**src/rtl/drive_cmd_sequencer.sv**
```systemverilog
// SPI-fed drive command sequencer: captures command bytes, queues them and plays
// each on the instr bus for a programmed number of PWM frames.
module drive_cmd_sequencer #(
  parameter int unsigned FRAME_CYCLES = 3072,
  parameter int unsigned DEPTH        = 4
) (
  input  logic       clk,
  input  logic       reset,
  input  logic       sck,
  input  logic       sdi,
  input  logic       cs_n,
  output logic [1:0] instr,
  output logic       busy,
  output logic       fifo_full,
  output logic       overflow
);

  localparam int unsigned AW = (DEPTH > 1) ? $clog2(DEPTH) : 1;
  localparam int unsigned CW = AW + 1;
  localparam int unsigned FW = (FRAME_CYCLES > 1) ? $clog2(FRAME_CYCLES) : 1;
  localparam logic [FW-1:0] FRAME_LAST = FW'(FRAME_CYCLES - 1);
  localparam logic [CW-1:0] COUNT_FULL = CW'(DEPTH);
  localparam logic [1:0]    INSTR_STOP = 2'b11;

  localparam logic [0:0] ST_IDLE = 1'b0;
  localparam logic [0:0] ST_RUN  = 1'b1;

  logic [2:0]    sck_sync;
  logic [1:0]    sdi_sync;
  logic [1:0]    cs_sync;
  logic          sck_rise;
  logic [7:0]    shift_reg;
  logic [2:0]    bit_cnt;
  logic          byte_valid;

  logic [7:0]    mem [DEPTH];
  logic [AW-1:0] wr_ptr;
  logic [AW-1:0] rd_ptr;
  logic [CW-1:0] count;
  logic          fifo_empty;
  logic          flush_req;
  logic          push_req;
  logic          push;
  logic          pop;
  logic [7:0]    head;

  logic [0:0]    state;
  logic [5:0]    cur_dur;
  logic [FW-1:0] frame_cnt;

  // Synchronizers; cs_n resets to the deselected level so no bits are taken early.
  always_ff @(posedge clk) begin
    if (reset) begin
      sck_sync <= '0;
      sdi_sync <= '0;
      cs_sync  <= '1;
    end else begin
      sck_sync <= {sck_sync[1:0], sck};
      sdi_sync <= {sdi_sync[0], sdi};
      cs_sync  <= {cs_sync[0], cs_n};
    end
  end

  assign sck_rise = sck_sync[1] & ~sck_sync[2];

  // shift_reg holds the completed byte during the byte_valid cycle; the minimum sck
  // period guarantees it is not shifted again before it has been consumed.
  always_ff @(posedge clk) begin
    if (reset) begin
      shift_reg  <= '0;
      bit_cnt    <= '0;
      byte_valid <= 1'b0;
    end else begin
      byte_valid <= 1'b0;
      if (cs_sync[1]) begin
        bit_cnt <= '0;
      end else if (sck_rise) begin
        shift_reg <= {shift_reg[6:0], sdi_sync[1]};
        bit_cnt   <= bit_cnt + 3'd1;
        if (bit_cnt == 3'd7) begin
          byte_valid <= 1'b1;
        end
      end
    end
  end

  assign flush_req  = byte_valid & (shift_reg[7:6] == 2'b00);
  assign push_req   = byte_valid & ~flush_req;
  assign fifo_empty = (count == '0);
  assign fifo_full  = (count == COUNT_FULL);
  assign head       = mem[rd_ptr];

  always_comb begin
    pop = 1'b0;
    if (!flush_req && !fifo_empty) begin
      if (state == ST_IDLE) begin
        pop = 1'b1;
      end else if (cur_dur == '0) begin
        pop = 1'b1;
      end else if (frame_cnt == FRAME_LAST && cur_dur == 6'd1) begin
        pop = 1'b1;
      end
    end
  end

  assign push = push_req & (~fifo_full | pop);

  always_ff @(posedge clk) begin
    if (push) begin
      mem[wr_ptr] <= shift_reg;
    end
  end

  always_ff @(posedge clk) begin
    if (reset || flush_req) begin
      wr_ptr   <= '0;
      rd_ptr   <= '0;
      count    <= '0;
      overflow <= 1'b0;
    end else begin
      if (push) begin
        wr_ptr <= wr_ptr + AW'(1);
      end
      if (pop) begin
        rd_ptr <= rd_ptr + AW'(1);
      end
      case ({push, pop})
        2'b10:   count <= count + CW'(1);
        2'b01:   count <= count - CW'(1);
        default: count <= count;
      endcase
      if (push_req && fifo_full && !pop) begin
        overflow <= 1'b1;
      end
    end
  end

  // A pop always reloads the executor, which covers both IDLE start and the
  // gapless hand-over at expiry or out of an indefinite hold.
  always_ff @(posedge clk) begin
    if (reset || flush_req) begin
      state     <= ST_IDLE;
      instr     <= INSTR_STOP;
      busy      <= 1'b0;
      cur_dur   <= '0;
      frame_cnt <= '0;
    end else if (pop) begin
      state     <= ST_RUN;
      instr     <= head[7:6];
      busy      <= 1'b1;
      cur_dur   <= head[5:0];
      frame_cnt <= '0;
    end else if (state == ST_RUN && cur_dur != '0) begin
      if (frame_cnt == FRAME_LAST) begin
        frame_cnt <= '0;
        cur_dur   <= cur_dur - 6'd1;
        if (cur_dur == 6'd1) begin
          state <= ST_IDLE;
          instr <= INSTR_STOP;
          busy  <= 1'b0;
        end
      end else begin
        frame_cnt <= frame_cnt + FW'(1);
      end
    end
  end

endmodule

```
**config.mk**
```make
export PLATFORM = sky130hd
export DESIGN_NAME = drive_cmd_sequencer
export DESIGN_NICKNAME = d
export VERILOG_FILES = /design/src/rtl/drive_cmd_sequencer.sv
export SDC_FILE = /design/constraint.sdc
export NUM_CORES = 1
export LEC_CHECK = 0
export BUFFER_PORTS_ARGS = -buffer_cell sky130_fd_sc_hd__clkbuf_2
export CORE_MARGIN = 3
export CORE_UTILIZATION = 60
export DETAILED_ROUTE_END_ITERATION = 8
export GPL_TIMING_DRIVEN = 0
export PLACE_DENSITY = 0.83
export SYNTH_ARGS = -nofsm -noshare
export SYNTH_HDL_FRONTEND = slang
export SYNTH_SLANG_ARGS = --single-unit
```
**constraint.sdc**
```tcl
create_clock -name clk -period 7.89 [get_ports clk]
set_input_delay 0.789 -clock clk [delete_from_list [all_inputs] [get_ports clk]]
set_output_delay 0.789 -clock clk [all_outputs]
set_load 0.005 [all_outputs]
```
======== Word-level counts from Yosys, hierarchy flattened ========
Memories as Yosys holds them, arrays and structs flattened. A register that Yosys moved wholly into a read port is not among the register bits.
Cells that the tools add are included.
operators by class
  add/sub/neg operators ................... 7
  equality and inequality tests ........... 6
  mux-type cells .......................... 22
  bitwise operators ....................... 10
  reduce and logical (&&, ||, !) cells .... 23
operators with widths
  kind                   count
  $mux 6                 3
  $add 12x1->12 const B  1
  $eq 12x12->1 const B   1
  $mux 12                1
  $mux 2                 6
  $mux 1                 11
  $reduce_bool 2->1      4
  $add 3x1->3 const B    2
  $eq 3x3->1 const B     2
  $eq 6x1->1 const B     1
  $logic_not 6->1        1
  $pmux 3 s2             1
  $reduce_bool 6->1      1
  $sub 6x1->6 const B    1
  $logic_and 1x1->1      5
  $not 1->1              5
  $add 2x1->2 const B    2
  $and 1x1->1            4
  $reduce_and 2->1       2
  $reduce_or 2->1        2
  $logic_not 1->1        3
  $logic_not 3->1        1
  $reduce_and 3->1       1
  $reduce_or 3->1        1
  other kinds (6)        6
word-level totals
  bits in registers ....................... 48
  bits in writable memories ............... 32
  input port bits ......................... 5
  output and inout bits ................... 5
  memories kept ........................... 1
memory list
  name  depth  bits a word  rd ports  clocked after memory_dff  wr ports  line  source
  mem   4      8            1         1                         1         36    logic [7:0] mem [DEPTH];

======== Longest topological paths before layout ========
Gate-level depths: netlist of the first run.
  depth in word-level cells ............... 10
  mapped depth ............................ 11
  mapped depth without buffers ............ 10

======== Worst setup path after synthesis of the first run ========
No wires, ideal clock.
  path kind ............................... register to register
  start point ............................. register cur_dur[2]
  end point ............................... register count[2]
  library setup time ...................... 72 ps
  arrival ................................. 2,710 ps
  data required time ...................... 7,818 ps
  path slack .............................. 5,108 ps
  stages on the path, launching flop included .. 10
  buffers on the path ..................... 1
  path through ............................ dfxtp_1 > or4_4 > nor4b_2 > a22oi_2 > buf_2 > nand2b_1 > fa_1 > or3_1 > mux2i_1 > mux2i_1
on the way
  cells in the longest elaborated chain, start to end .. 10
ends and longest elaborated chain
  what                                             line  source
  start, declared                                  48    logic [5:0] cur_dur;
  start signal, assigned                           151   cur_dur <= head[5:0];
  start signal, assigned                           156   cur_dur <= cur_dur - 6'd1;
  $eq 6x1->1                                       100   end else if (frame_cnt == FRAME_LAST && cur_dur == 6'd1) begin
  $logic_and 1x1->1                                100
  $mux 1                                           100
  $mux 1 (*)                                       98    end else if (cur_dur == '0) begin
  $mux 1 (*)                                       96    if (state == ST_IDLE) begin
  $mux 1 (*)                                       95    if (!flush_req && !fifo_empty) begin
  $or 1x1->1                                       106   assign push = push_req & (~fifo_full | pop);
  $and 1x1->1                                      106
  $eq 2x1->1 or $eq 2x2->1 (tied branches)         127   case ({push, pop})
  $pmux 3 s2 or $reduce_bool 2->1 (tied branches)  -
  end signal, assigned                             128   2'b10: count <= count + CW'(1);
  end signal, assigned                             129   2'b01: count <= count - CW'(1);
  end signal, assigned                             130   default: count <= count;
  end, declared                                    39    logic [CW-1:0] count;
Every way passes the cells marked *; elsewhere a longest branch is shown, timed or not.
A chain may end at the register's enable or synchronous reset.

======== Final worst setup path of the first run ========
Same ends and word-level chain as after synthesis.

==> run summary, run 1 <==
maximum buffer depth of the clock tree - 2
pre-CTS setup slack - 4.78 ns
first-pass GRT wire length - 10200 µm
H-tree Lvls - 3
CP delay by family, top - simple AND/OR/NAND/NOR gates
post_cts resized - 0
Starting Density - 0.646
Post-synth EDFFs - 32
die area - 6690 µm²
CP arrival - 3.43 ns
worst vdd ir - 0.174 mV
Reg clk slew, reported paths - 0.08 ns
leakage power - 1.33 nW
Final Critical Period - 3.15 ns
I/O Buffers - 9
post-synthesis sequential area ratio - 0.569
Max Fanout on Critical Path - 10
# setup viols final - 0
Root Buffer - clkbuf_8
vias per std cell - 5.71
total power - 0.00110 W
Worst path max stage delay - 0.61 ns
DR WL met2 - 2930 µm
total grt overflow - 0
Num CTS Buffers - 9
highest routed metal layer - met4
Slew headroom - 0.533
cells along the critical path - nor4_2 > a21o_1 > a22oi_2 > buf_2 > nand2b_1 > fa_1 > or3_1 > mux2i_1 > mux2i_1
f_max - 318 MHz
Syn Inst Count - 294
Seq. cell area - 1960 µm²
met1 wire length - 2690 µm
max FFs per register - 32
Worst path most repeated cell - mux2i_1
Setup crit end kind - register
Fillers - 399
clk sinks - 82
Hold Path Sink - cs_sync[1]
share of the synthesized area in the top cell type - 0.290
Slew @ Worst Pin - 0.682 ns
Synth area leaders - dfxtp_1 29%, edfxtp_1 28%, mux2i_1 5.5%
vias post-DR - 2220
RSZ-0062 raised after global routing - false
Layout Area Growth over Synthesis - 10.3%
Die H - 81.8 µm
layout cell share with drive strength beyond 1 - 0.132
Top FF cell, synth - dfxtp_1
final wirelength - 6010 µm
detailed router's first-iteration violation count - 100
outcome - completed
Multi-input gate area - 1390 µm²
count leader, synth - dfxtp_1
hold-fix buffer count after cts - 0
Worst Path Buf+Inv - 1
CTS tree - yes
syn_area_per_cell - 11.7 µm²
Synth Cell Area - 3450 µm²
Final HPWL DP - 4150 µm
hold path cells - 1
Yosys cell types - 44
largest area contributor in the netlist - dfxtp_1
max cap viols - 0
vias in the first global route - 2122
Critical R2R Capture - count[2]
# IOs - 10
DRC viols - 0
max-slew violation count - 0
largest net degree at the start of global routing - 15
startpoint types - register
Crit Reg-Reg Startpoint - cur_dur[2]
synth cell count leaders - 50 x dfxtp_1, 35 x nor2_1, 32 x edfxtp_1
DR WL met3 - 296 µm
r2r setup slk - 4.74 ns
worst hold start - cs_sync[0]
PwrDens - 290 nW/µm²
Pre-antenna DRT Iters - 4
crit share post-route - 0.399
CP Class - reg2reg
Final GP Congestion - 0.820
nets - 330
clk_lat worst skew - 0.35 ns
diodes inserted - 0
detailed-route wire length per cell - 15.4 µm
clk_skew - 0.00832 ns
Horiz. Die Dim - 81.8 µm
antenna violations before repair - 0
core region area - 5340 µm²
All-Layer GR Usage - 0.208
final setup margin - 4.74 ns
Row Count - 26
ANT nets after route - 0
Worst path slowest cell - nor4_2
# Post-CTS Setup Buffers - 0
net count after synthesis - 310
Reg2Reg Depth - 9
asr flop ratio synth - 0
Synth Register Bits - 82
Synth Warn # - 0
class of the worst hold path - reg2reg
Setup TNS Final - 0 ns
CP required - 8.18 ns
endpoints failing hold - 0
[where the power goes]
part	internal (W)	total (W)	switching [W]
Combinational	0.000116	0.000272	0.000156
Clock	0.000188	0.000332	0.000144
Sequential	0.000470	0.000497	0.0000271
[layout by cell type, fill, tap and decap left out, types with 2 or more instances in the layout]
cell,netlist,final
nor4_2,2,2
buf_1,4,4
a21oi_1,13,13
edfxtp_1,32,32
nand3b_1,2,2
clkbuf_8,0,10
buf_2,3,3
and3_1,2,2
nor2_1,35,35
mux4_2,8,8
nand2_1,18,18
bufinv_16,0,2
inv_1,12,12
dfxtp_1,50,50
o21ai_0,5,5
xnor2_1,7,7
nor2b_1,7,7
or2_2,2,2
xor2_1,9,9
nand2b_1,4,4
nand3_1,3,3
nor3_1,7,7
clkbuf_2,0,9
nand4_1,6,6
ha_1,10,10
and2_1,5,5
mux2i_1,19,19
a41o_1,2,2
or3_1,2,2
clkbuf_1,6,8
a211oi_1,3,3
[how the worst max path moves through the flow]
stage	startpoint	end	slack (ns)	cells after the start
final	cur_dur[2]	count[2]	4.74	9
after global routing	cur_dur[2]	count[2]	4.51	9
after CTS	cur_dur[2]	count[2]	4.74	9
after detailed placement	cur_dur[2]	count[2]	4.78	9
after global placement	cur_dur[2]	count[2]	4.84	9
after floorplan	cur_dur[2]	count[2]	5.11	9
[area by class of cell]
| type | count | share of cell area |
|---|---|---|
| timing repair buffer | 9 | 0.0118 |
| tap | 70 | 0.0230 |
| inverter | 12 | 0.0118 |
| clock inverter | 4 | 0.0201 |
| multi-input combinational | 187 | 0.365 |
| buffer | 13 | 0.0138 |
| sequential | 82 | 0.516 |
| clock buffer | 12 | 0.0382 |
[cells by family (layout without fill, tap and decap cells)]
group,count (synthesis),in the layout,share of synthesized area
adders and majority gates,11,11,0.0421
AOI/OAI and AO/OA,34,34,0.0650
DFF,82,82,0.569
and+or+nand+nor,99,99,0.147
muxes,27,27,0.107
buffers and inverters,25,50,0.0283
xor gates and xnor gates,16,16,0.0407
[stage by stage]
stage / area (µm²) / cells / utilization / hold slack (ns)
after floorplan: 3450 / 294 / - / 0.389
after global placement: 3580 / 373 / 0.671 / 0.392
after CTS: 3800 / 389 / 0.712 / 0.419
after detailed placement: 3580 / 373 / 0.671 / 0.399
final: 3800 / 389 / 0.712 / 0.413
after global routing: 3800 / 389 / 0.712 / 0.433
[per-layer routing]
metal	vias up	global-route usage
met5	-	0
met2	47	0.334
met3	12	0.0625
li1	1081	-
met4	0	0.0880
met1	1080	0.261
[worst reg2reg max path: cells and delay by family, from the launching register on]
family / cells / cell delay, ns
buffers and inverters: 1 / 0.25
adder cells (fa/ha/maj): 1 / 0.40
multiplexers: 2 / 0.37
AND/OR/NAND/NOR: 3 / 1.17
AO/OA/AOI/OAI: 2 / 0.52
flip-flops: 1 / 0.37
No activity file was read; power rests on OpenSTA's default activity.
==> inputs of run 2 (changes only) <==
--- a/config.mk
+++ b/config.mk
@@ -7,10 +7,10 @@
 export LEC_CHECK = 0
 export BUFFER_PORTS_ARGS = -buffer_cell sky130_fd_sc_hd__clkbuf_2
 export CORE_MARGIN = 3
-export CORE_UTILIZATION = 60
+export CORE_UTILIZATION = 55
 export DETAILED_ROUTE_END_ITERATION = 8
 export GPL_TIMING_DRIVEN = 0
-export PLACE_DENSITY = 0.83
+export PLACE_DENSITY = 0.81
 export SYNTH_ARGS = -nofsm -noshare
 export SYNTH_HDL_FRONTEND = slang
 export SYNTH_SLANG_ARGS = --single-unit
==> constraint.sdc (replaced) <==
create_clock -name clk -period 2.74 [get_ports clk]
set_input_delay 0.274 -clock clk [delete_from_list [all_inputs] [get_ports clk]]
set_output_delay 0.274 -clock clk [all_outputs]
set_load 0.005 [all_outputs]
==> run 2 against run 1 <==
Compared with the run above: sequential power rose to 2.9 times the previous value; count of clock-buffer cells in the layout fell by 3; largest cell class unchanged; via count fell by 1.4%; global-route usage fell by 2.8 points; combinational power rose to 3.3 times the previous value; cell count rose by 2.3%.
==> run summary, run 2 (same netlist as run 1, synthesis figures left out) <==
ANT nets after route - 0
Pre-antenna DRT Iters - 4
vias in the first global route - 2134
Row Count - 28
max cap viols - 0
Crit Reg-Reg Startpoint - cur_dur[2]
CP required - 3.02 ns
Worst path max stage delay - 0.54 ns
endpoints failing hold - 0
Slew headroom - 0.519
Final HPWL DP - 4050 µm
core region area - 5990 µm²
die area - 7250 µm²
Starting Density - 0.575
max-slew violation count - 0
Final Critical Period - 2.73 ns
startpoint types - register
cells along the critical path - or4_4 > nor4b_4 > a22oi_2 > buf_6 > nand2b_4 > fa_2 > or3_1 > mux2i_1 > mux2i_1
antenna violations before repair - 0
hold path cells - 2
layout cell share with drive strength beyond 1 - 0.161
CP arrival - 3.01 ns
f_max - 367 MHz
CP Class - reg2reg
crit share post-route - 0.995
worst vdd ir - 0.535 mV
clk sinks - 82
vias per std cell - 5.50
worst hold start - cs_n
Reg power frac - 0.460
# IOs - 10
outcome - completed
Final GP Congestion - 0.774
# setup viols final - 0
Reg2Reg Depth - 9
Critical R2R Capture - count[2]
diodes inserted - 0
Die H - 85.2 µm
Setup crit end kind - register
first-pass GRT wire length - 10100 µm
PwrDens - 817 nW/µm²
Reg clk slew, reported paths - 0.09 ns
detailed router's first-iteration violation count - 124
max FFs per register - 32
detailed-route wire length per cell - 14.9 µm
most frequent cells in the layout - 48 x dfxtp_1, 35 x nor2_1, 32 x edfxtp_1
H-tree Lvls - 3
leakage power - 1.38 nW
Hold Path Sink - cs_sync[0]
Root Buffer - clkbuf_8
Slew @ Worst Pin - 0.721 ns
final wirelength - 5940 µm
largest net degree at the start of global routing - 17
class of the worst hold path - in2reg
clk_skew - 0.00857 ns
vias post-DR - 2190
DRC viols - 0
Num CTS Buffers - 9
nets - 334
sw power - 0.00102 W
I/O Buffers - 9
total grt overflow - 0
Layout Area Growth over Synthesis - 11.5%
Internal - 0.00212 W
All-Layer GR Usage - 0.179
Comb pwr share - 0.286
hold-fix buffer count after cts - 0
final hold slack - 0.0955 ns
Clock Power Share - 0.254
commonest non-fill, non-tap cell in the layout - dfxtp_1
maximum buffer depth of the clock tree - 2
r2r setup slk - 0.01 ns
Sw Share - 0.326
clk_lat worst skew - 0.35 ns
CTS tree - yes
Worst path most repeated cell - mux2i_1
Core Util, Final - 0.642
RSZ-0062 raised after global routing - true
Horiz. Die Dim - 85.2 µm
Max Fanout on Critical Path - 6
Worst path slowest cell - or4_4
==> run 2: changes by cell type in the layout (fill, tap and decap cells not counted), sizes merged <==
cell,before,now
clkbuf,27,24
inv,12,18
clkinvlp,1,0
bufinv,2,0
buf,7,11
==> run 2: area by class of cell <==
| class | count | area [µm²] |
|---|---|---|
| fillers | 464 | 2150 |
| flip-flops and latches | 82 | 1970 |
| multi-input cells | 187 | 1420 |
| clock buffers | 9 | 124 |
| well taps | 75 | 93.8 |
| repair buffers | 13 | 75.1 |
| plain buffers | 13 | 58.8 |
| clock inverters | 7 | 56.3 |
| inverters | 12 | 45.0 |
==> run 2: how the worst max path moves through the flow <==
| stage | from | end | slack, ns | cells after the start |
|---|---|---|---|---|
| 3_5_place_dp | cur_dur[2] | count[2] | -0.31 | 9 |
| 3_3_place_gp | cur_dur[2] | count[2] | -0.26 | 9 |
| 5_1_grt | cur_dur[2] | count[2] | -0.09 | 9 |
| 4_1_cts | cur_dur[2] | count[2] | 0.003 | 9 |
| 2_1_floorplan | cur_dur[2] | count[2] | 0.001 | 9 |
| 6_report | cur_dur[2] | count[2] | 0.01 | 9 |
==> run 2: worst max-delay path: cells and delay by family, from the launching register on <==
kind,cells,cell delay [ns]
flops,1,0.38
simple gates,4,1.30
buf+inv,1,0.15
mux,2,0.37
compound gates,1,0.11
fa+ha+maj,1,0.35
==> run 2: what timing repair did <==
action                                 4_1_cts  5_1_grt
endpoints found under the hold margin        0        0
resized for setup                            6        1
setup endpoints to repair                    1        1
pin swaps                                    1        1
buffers inserted                             2        2
==> run 2: metrics by stage <==
| step | total power, W | area (µm²) | std cells | worst slack, ns | TNS [ns] |
|---|---|---|---|---|---|
| detailed placement | 0.00227 | 3600 | 378 | -0.310 | -0.310 |
| global placement | 0.00225 | 3600 | 378 | -0.255 | -0.255 |
| CTS | 0.00314 | 3820 | 396 | 0.00306 | 0 |
| finish | 0.00314 | 3840 | 398 | 0.0132 | 0 |
| global route | 0.00333 | 3840 | 398 | -0.0894 | -0.0894 |
| floorplan | 0.00208 | 3460 | 294 | 0.00127 | 0 |
==> run 2: power by group through the flow <==
stage               clock network [W]  registers, W  logic, W
global route                 0.000874       0.00146  0.000999
global placement                    0       0.00146  0.000791
CTS                          0.000830       0.00144  0.000864
floorplan                           0       0.00144  0.000634
detailed placement                  0       0.00146  0.000809
finish                       0.000798       0.00145  0.000898
==> run 2: routing by layer <==
layer | vias up | GRT usage | wire [µm]
met2 | 40 | 0.285 | 2900
met3 | 12 | 0.0583 | 240
met4 | 0 | 0.0705 | 122
met1 | 1042 | 0.229 | 2670
li1 | 1096 | - | -
met5 | - | 0 | 0
==> inputs of run 3 (changes only) <==
==> constraint.sdc (replaced) <==
create_clock -name clk -period 2.74 [get_ports clk]
set_input_delay 0.137 -clock clk [delete_from_list [all_inputs] [get_ports clk]]
set_output_delay 0.137 -clock clk [all_outputs]
set_load 0.005 [all_outputs]
==> run 3 against run 2 <==
Compared with the run above: non-clock buffer count rose by 3; sequential power is essentially flat; worst hold slack improved by 0.14 ns; maximum frequency about the same; count of clock-buffer cells in the layout is the same; critical endpoint unchanged; largest power group unchanged.
==> run summary, run 3 (same netlist as run 1, synthesis figures left out) <==
crit share post-route - 0.995
clk_lat worst skew - 0.35 ns
Starting Density - 0.575
GR Util met2 - 0.287
Die H - 85.2 µm
Root Buffer - clkbuf_8
worst vdd ir - 0.533 mV
cells along the critical path - or4_4 > nor4b_4 > a22oi_2 > buf_6 > nand2b_4 > fa_2 > or3_1 > mux2i_1 > mux2i_1
H-tree Lvls - 3
RSZ-0062 raised after global routing - true
Row Count - 28
# IOs - 10
class of the worst hold path - in2reg
endpoints failing hold - 0
CTS tree - yes
PwrDens - 812 nW/µm²
clk_skew - 0.00865 ns
CP delay by family, top - simple AND/OR/NAND/NOR gates
vias in the first global route - 2158
vias per std cell - 5.52
Reg clk slew, reported paths - 0.08 ns
Final Critical Period - 2.73 ns
layout cell share with drive strength beyond 1 - 0.160
Core Util, Final - 0.647
leakage power - 1.39 nW
Multi-input gate area - 1420 µm²
GR Util met3 - 0.0583
clk sinks - 82
All-Layer GR Usage - 0.180
CP Class - reg2reg
Setup crit end kind - register
most used routing layer - met2
first-pass GRT wire length - 10100 µm
f_max - 367 MHz
Horiz. Die Dim - 85.2 µm
Pre-antenna DRT Iters - 4
Slew headroom - 0.520
largest net degree at the start of global routing - 17
DRC viols - 0
detailed router's first-iteration violation count - 112
detailed-route wire length per cell - 14.8 µm
final hold slack - 0.233 ns
Layout Area Growth over Synthesis - 12.4%
commonest non-fill, non-tap cell in the layout - dfxtp_1
final wirelength - 5950 µm
Worst Path Buf+Inv - 1
startpoint types - register
Worst path max stage delay - 0.55 ns
diodes inserted - 0
max FFs per register - 32
total grt overflow - 0
core region area - 5990 µm²
Max Fanout on Critical Path - 6
Final HPWL DP - 4050 µm
max cap viols - 0
Seq. cell area - 1970 µm²
outcome - completed
CP required - 3.02 ns
CP arrival - 3.01 ns
ANT nets after route - 0
vias post-DR - 2215
M1 GR Usage - 0.229
# setup viols final - 0
Final GP Congestion - 0.774
die area - 7250 µm²
Worst path slowest cell - or4_4
maximum buffer depth of the clock tree - 2
Worst path most repeated cell - mux2i_1
most frequent cells in the layout - 48 x dfxtp_1, 35 x nor2_1, 32 x edfxtp_1
max-slew violation count - 0
Num CTS Buffers - 9
Slew @ Worst Pin - 0.720 ns
Fillers - 459
antenna violations before repair - 0
nets - 337
I/O Buffers - 9
==> run 3: cell types whose count changed in the layout (fill, tap and decap cells not counted), sizes merged <==
cell,previous run,this run
dlygate4sd3,0,3
==> run 3: path summary, 6_finish.rpt <==
path,endpoint,slack [ns],depth (start not counted),start
worst min register to register,cs_sync[1],0.43,1,cs_sync[0]
worst max register to register,count[2],0.01,9,cur_dur[2]
worst max-delay path,count[2],0.01,9,cur_dur[2]
worst min-delay path,wr_ptr[1],0.23,4,reset
==> run 3: timing repair <==
item | CTS | global route
hold endpoints to repair | 3 | 0
pin swaps | 1 | 1
setup endpoints to repair | 1 | 1
hold buffers | 3 | 0
gates resized for setup | 6 | 1
setup buffers | 2 | 2
==> run 3: power by group <==
group	internal, W	switching (W)
Combinational	0.000419	0.000483
Sequential	0.00136	0.0000877
Clock	0.000344	0.000454
Total	0.00212	0.00102
==> run 3: final cells by class <==
class,count,share of cell area
Clock inverter,7,0.0145
Timing Repair Buffer,16,0.0271
Tap cell,75,0.0242
Inverter,12,0.0116
Multi-Input combinational cell,187,0.368
Sequential cell,82,0.508
Clock buffer,9,0.0320
Buffer,13,0.0152
==> run 3: tightest hold or removal path: stages <==
cell	delay, ns
clkbuf_2	0.12
a21oi_1	0.12
nand2_1	0.10
mux2i_1	0.06
==> run 3: layer usage <==
metal | vias up | part of all wire
met4 | 0 | 0.019
li1 | 1101 | -
met5 | - | 0
met2 | 38 | 0.49
met3 | 12 | 0.039
met1 | 1064 | 0.45
==> run 3: metrics by stage <==
stage / power [W] / setup slack, ns / TNS (ns) / cells / area (µm²)
floorplan: 0.00208 / 0.00127 / 0 / 294 / 3460
global placement: 0.00225 / -0.255 / -0.255 / 378 / 3600
detailed placement: 0.00227 / -0.310 / -0.310 / 378 / 3600
CTS: 0.00314 / 0.00306 / 0 / 399 / 3850
global route: 0.00333 / -0.0894 / -0.0894 / 401 / 3870
finish: 0.00314 / 0.0131 / 0 / 401 / 3870
